`src/rtl/bus_arbiter.sv`:
```
// Merges an instruction-fetch port and a data port onto one memory port, with
// at most one transaction outstanding. Round-robin (FAIR=1) or dmem-first (FAIR=0).
module bus_arbiter #(
  parameter int FAIR = 1
) (
  input  logic        clock,
  input  logic        reset,
  input  logic        imem_valid,
  input  logic [31:0] imem_addr,
  output logic [31:0] imem_rdata,
  output logic        imem_ready,
  input  logic        dmem_valid,
  input  logic [31:0] dmem_addr,
  input  logic [31:0] dmem_wdata,
  input  logic [3:0]  dmem_wstrb,
  output logic [31:0] dmem_rdata,
  output logic        dmem_ready,
  output logic        mem_valid,
  output logic        mem_instr,
  output logic [31:0] mem_addr,
  output logic [31:0] mem_wdata,
  output logic [3:0]  mem_wstrb,
  input  logic [31:0] mem_rdata,
  input  logic        mem_ready
);

  // Handshake: *_valid and *_ready are single-cycle pulses. A port valid is
  // accepted only while that port is neither pending nor granted (or in the
  // cycle its own ready fires); mem_valid pulses once per grant and the
  // matching port ready is mem_ready passed through combinationally.
  typedef enum logic [1:0] {
    IDLE   = 2'd0,
    BUSY_I = 2'd1,
    BUSY_D = 2'd2
  } state_t;

  state_t state;
  state_t state_next;

  logic        i_pend;
  logic [31:0] i_addr_q;
  logic        d_pend;
  logic [31:0] d_addr_q;
  logic [31:0] d_wdata_q;
  logic [3:0]  d_wstrb_q;
  logic        last_d;

  logic        busy_i;
  logic        busy_d;
  logic        arb_open;
  logic        i_accept;
  logic        d_accept;
  logic        i_elig;
  logic        d_elig;
  logic        grant_i;
  logic        grant_d;
  logic [31:0] i_addr_sel;
  logic [31:0] d_addr_sel;
  logic [31:0] d_wdata_sel;
  logic [3:0]  d_wstrb_sel;

  assign busy_i = (state == BUSY_I);
  assign busy_d = (state == BUSY_D);

  // The completion cycle of a busy state arbitrates exactly like IDLE.
  assign arb_open = !(busy_i || busy_d) || mem_ready;

  assign i_accept = imem_valid && !i_pend && (!busy_i || mem_ready);
  assign d_accept = dmem_valid && !d_pend && (!busy_d || mem_ready);
  assign i_elig   = i_pend || i_accept;
  assign d_elig   = d_pend || d_accept;

  // A request granted in its arrival cycle bypasses the request register.
  assign i_addr_sel  = i_pend ? i_addr_q  : imem_addr;
  assign d_addr_sel  = d_pend ? d_addr_q  : dmem_addr;
  assign d_wdata_sel = d_pend ? d_wdata_q : dmem_wdata;
  assign d_wstrb_sel = d_pend ? d_wstrb_q : dmem_wstrb;

  always_ff @(posedge clock) begin
    if (!reset) begin
      state <= IDLE;
    end else begin
      state <= state_next;
    end
  end

  always_comb begin
    state_next = state;
    grant_i    = 1'b0;
    grant_d    = 1'b0;
    if (arb_open) begin
      state_next = IDLE;
      if (i_elig && d_elig) begin
        grant_i = (FAIR != 0) && last_d;
        grant_d = !((FAIR != 0) && last_d);
      end else if (i_elig) begin
        grant_i = 1'b1;
      end else if (d_elig) begin
        grant_d = 1'b1;
      end
      if (grant_i) begin
        state_next = BUSY_I;
      end else if (grant_d) begin
        state_next = BUSY_D;
      end
    end
  end

  always_ff @(posedge clock) begin
    if (!reset) begin
      i_pend    <= 1'b0;
      i_addr_q  <= '0;
      d_pend    <= 1'b0;
      d_addr_q  <= '0;
      d_wdata_q <= '0;
      d_wstrb_q <= '0;
      last_d    <= 1'b1;
      mem_valid <= 1'b0;
      mem_instr <= 1'b0;
      mem_addr  <= '0;
      mem_wdata <= '0;
      mem_wstrb <= '0;
    end else begin
      mem_valid <= grant_i || grant_d;

      if (i_accept) begin
        i_addr_q <= imem_addr;
      end
      if (d_accept) begin
        d_addr_q  <= dmem_addr;
        d_wdata_q <= dmem_wdata;
        d_wstrb_q <= dmem_wstrb;
      end

      if (grant_i) begin
        i_pend <= 1'b0;
      end else if (i_accept) begin
        i_pend <= 1'b1;
      end
      if (grant_d) begin
        d_pend <= 1'b0;
      end else if (d_accept) begin
        d_pend <= 1'b1;
      end

      // mem_* payload holds between grants; fetches always carry wstrb=0.
      if (grant_i) begin
        mem_instr <= 1'b1;
        mem_addr  <= i_addr_sel & 32'hFFFF_FFFC;
        mem_wdata <= '0;
        mem_wstrb <= '0;
        last_d    <= 1'b0;
      end else if (grant_d) begin
        mem_instr <= 1'b0;
        mem_addr  <= d_addr_sel & 32'hFFFF_FFFC;
        mem_wdata <= d_wdata_sel;
        mem_wstrb <= d_wstrb_sel;
        last_d    <= 1'b1;
      end
    end
  end

  assign imem_ready = busy_i && mem_ready;
  assign dmem_ready = busy_d && mem_ready;
  assign imem_rdata = imem_ready ? mem_rdata : '0;
  assign dmem_rdata = dmem_ready ? mem_rdata : '0;

endmodule

```
`config.mk`:
```
export PLATFORM = sky130hd
export DESIGN_NAME = bus_arbiter
export DESIGN_NICKNAME = d
export VERILOG_FILES = /design/src/rtl/bus_arbiter.sv
export SDC_FILE = /design/constraint.sdc
export NUM_CORES = 1
export LEC_CHECK = 0
export BUFFER_PORTS_ARGS = -buffer_cell sky130_fd_sc_hd__buf_2
export CAP_MARGIN = 20
export CORE_ASPECT_RATIO = 0.7
export CORE_MARGIN = 4
export CORE_UTILIZATION = 45
export DETAILED_ROUTE_END_ITERATION = 8
export PLACE_DENSITY = 0.7
export SYNTH_ARGS = -nofsm -noshare
export SYNTH_HDL_FRONTEND = slang
export SYNTH_SLANG_ARGS = --single-unit
```
`constraint.sdc`:
```
create_clock -name clock -period 6.1 [get_ports clock]
set_clock_uncertainty 0.1 [all_clocks]
set_input_delay 0 -clock clock [delete_from_list [all_inputs] [get_ports clock]]
set_output_delay 0 -clock clock [all_outputs]
set_load 0.02 [all_outputs]
```
==> flow_summary.ini <==
[status]
outcome = complete, no violations

[critical_path]
critPathKind = reg2reg
critPathArrivalTime_ns = 3.43
end_kind = flip-flop
critical_path.max_fanout = 39
start_kind = flip-flop
crit_buf_inv = 3
crit_chain = inv_1 -> ha_1 -> or3b_4 -> o211ai_4 -> buf_4 -> and2_1 -> buf_4 -> a211oi_1
cp_slowest_cell = ha_1
critical-path-max-stage-delay_ns = 0.69
crit_required_ns = 6.28
crit_family = buffers and inverters
path_common_cell = buf_4

[floorplanning]
die_height_um = 117
fp.dieW_um = 164
ios = 273
fp-row-count = 39
initial_core_util_pct = 46.3
die_area_um2 = 19100
core_um2 = 16400

[global_route]
grt_first_pass_wirelength_um = 37700
grt_pass1_vias = 7245
gr-total-overflow = 0
grt_max_degree = 82
track_usage_pct = 24.6
antenna_found_initial = 2

[layout]
areaGrowthSynthToFinish_pct = 39.5
drive_gt1_share_pct = 29.1
final_cell_mix = buf_2, nand2_1, dfxtp_1
fin_area_um2 = 10600
fillCellCount = 1370
layout_commonest_cell = buf_2
nets = 1328
multi_input_area_um2 = 3860
seqCellArea_um2 = 3390

[yosys]
async_reset_ff_share_pct = 0
ys_types = 32
yosys_warnings = 0
synthCells = 878
syn_area_per_cell_um2 = 8.68
syn_area_um2 = 7620
synth_edf_count = 0
seq_area_frac_synth_pct = 44.4
ys_ff_latch = 169
ys.flop_type = dfxtp_1

[sta]
drv_slew = 0
rsz0062_at_grt = false
relSlewSlack_pct = 39.2
final_hold_viol_count = 0
setup_tns_ns = 0
setup_ws_ns = 2.85
setup_violations = 0
fin_crit_ns = 3.25
clock.fmax_mhz = 308
worstMarginPinSlew_ns = 0.912
timing.final.crit_share_pct = 53.3

[placed_design]
dp_slack_ns = 2.83
dp_hpwl_um = 15200
gp_congestion = 0.779
portBuffers = 266
postPlaceCellArea_um2 = 9000

[clock_tree]
ctsResizeCount = 0
cts_sinks = 169
clk_pin_slew_ns = 0.06
clock_latency_ns = 0.42
cts_made_buffers = 17
clock-root-buffer = clkbuf_16
postCtsSetupBuffers = 0
postCtsHoldBufs = 99
clk_path_buf_depth = 2
h-tree-depth = 4
cts_tree = built

[route]
wl_per_cell_um = 17.1
drt_iter0_markers = 432
routed_via_density = 5.34
ant_nets = 0
dr.pass1.iters = 5
drc = 0
drt-total-wl_um = 24500
dr_total_vias = 7619

[power]
total_power_mw = 3.35
power_density_nw_per_um2 = 316
vdd_drop_max_v = 0.000189
p_leak_nw = 4.83

[hold_path]
min_path_type = in2out

[run]
cap_violations = 0
-- worst min-delay path: stages --
cell and delay (ns):
buf_2 0.08, and3_1 0.14, buf_2 0.16
-- synth_stat cells (2+ instances only) --
| cell type | count | area [um2] |
|---|---|---|
| and3_1 | 65 | 407 |
| nand2_1 | 194 | 728 |
| and3b_1 | 2 | 17.5 |
| nor2_1 | 5 | 18.8 |
| buf_1 | 9 | 33.8 |
| nand3b_1 | 2 | 15.0 |
| nor3b_2 | 2 | 25.0 |
| mux2i_1 | 66 | 661 |
| nor3_1 | 3 | 15.0 |
| mux2_2 | 30 | 338 |
| nor4_1 | 30 | 188 |
| inv_1 | 3 | 11.3 |
| a211oi_1 | 37 | 278 |
| clkbuf_1 | 44 | 165 |
| ha_1 | 2 | 25.0 |
| nand2b_1 | 2 | 12.5 |
| dfxtp_1 | 169 | 3380 |
| a221o_1 | 30 | 300 |
| buf_6 | 2 | 22.5 |
| and2_1 | 3 | 18.8 |
| buf_4 | 10 | 75.1 |
| buf_2 | 24 | 120 |
| a21oi_1 | 135 | 676 |
-- through the flow --
step	hold slack, ns	std cells	utilization, %
floorplan	-0.0238	879	-
global placement	0.153	1294	54.5
detailed placement	0.158	1295	54.7
CTS	0.256	1425	64.4
global route	0.263	1428	64.6
finish	0.274	1428	64.6
-- per-layer routing --
| metal | vias up | wire length (um) | track usage [%] |
|---|---|---|---|
| li1 | 3750 | - | - |
| met1 | 3563 | 10800 | 31.6 |
| met2 | 258 | 11400 | 40.3 |
| met3 | 48 | 1610 | 5.78 |
| met4 | 0 | 638 | 10.6 |
| met5 | - | 0 | 0 |
-- flip-flops by register name (all words and copies together), names as in the netlist, 2 cells and up --
| register | cells |
|---|---|
| mem_wdata | 32 |
| mem_addr | 30 |
| d_wstrb_q | 4 |
| d_addr_q | 30 |
| i_addr_q | 30 |
| d_wdata_q | 32 |
| state | 2 |
| mem_wstrb | 4 |
-- layout make-up --
| class | count | area share [%] |
|---|---|---|
| multi-input combinational | 618 | 36.3 |
| sequential | 169 | 31.9 |
| timing repair buffer | 380 | 23.3 |
| clock buffer | 25 | 4.67 |
| tap | 225 | 2.65 |
| clock inverter | 6 | 1.05 |
| inverter | 3 | 0.130 |
| antenna | 2 | 0.0471 |
-- power by group --
group,total (mW),switching (mW),internal (mW)
Combinational,0.929,0.564,0.365
Sequential,1.31,0.0761,1.24
Clock,1.11,0.421,0.689
Total,3.35,1.06,2.29
-- kinds of logic after synthesis --
kind of cell | share of synthesized area, %
buffers and inverters | 5.62
adder cells (fa/ha/maj) | 0.328
multiplexers | 13.1
AND/OR/NAND/NOR | 19.3
flip-flops | 44.4
other | 0.0492
AO/OA/AOI/OAI | 17.2
-- path summary, 6_finish.rpt --
check,start,endpoint,slack [ns],cells after the start
setup / recovery,state[1]$_SDFFE_PN0P_,mem_wdata[29]$_SDFFE_PP0P_,2.85,8
hold / removal,mem_rdata[25],imem_rdata[25],0.27,3
setup reg to reg,state[1]$_SDFFE_PN0P_,mem_wdata[29]$_SDFFE_PP0P_,2.85,8
hold reg to reg,d_wdata_q[23]$_SDFFE_PN0P_,d_wdata_q[23]$_SDFFE_PN0P_,0.35,2
Note: power is estimated with default switching activity, not from simulation.
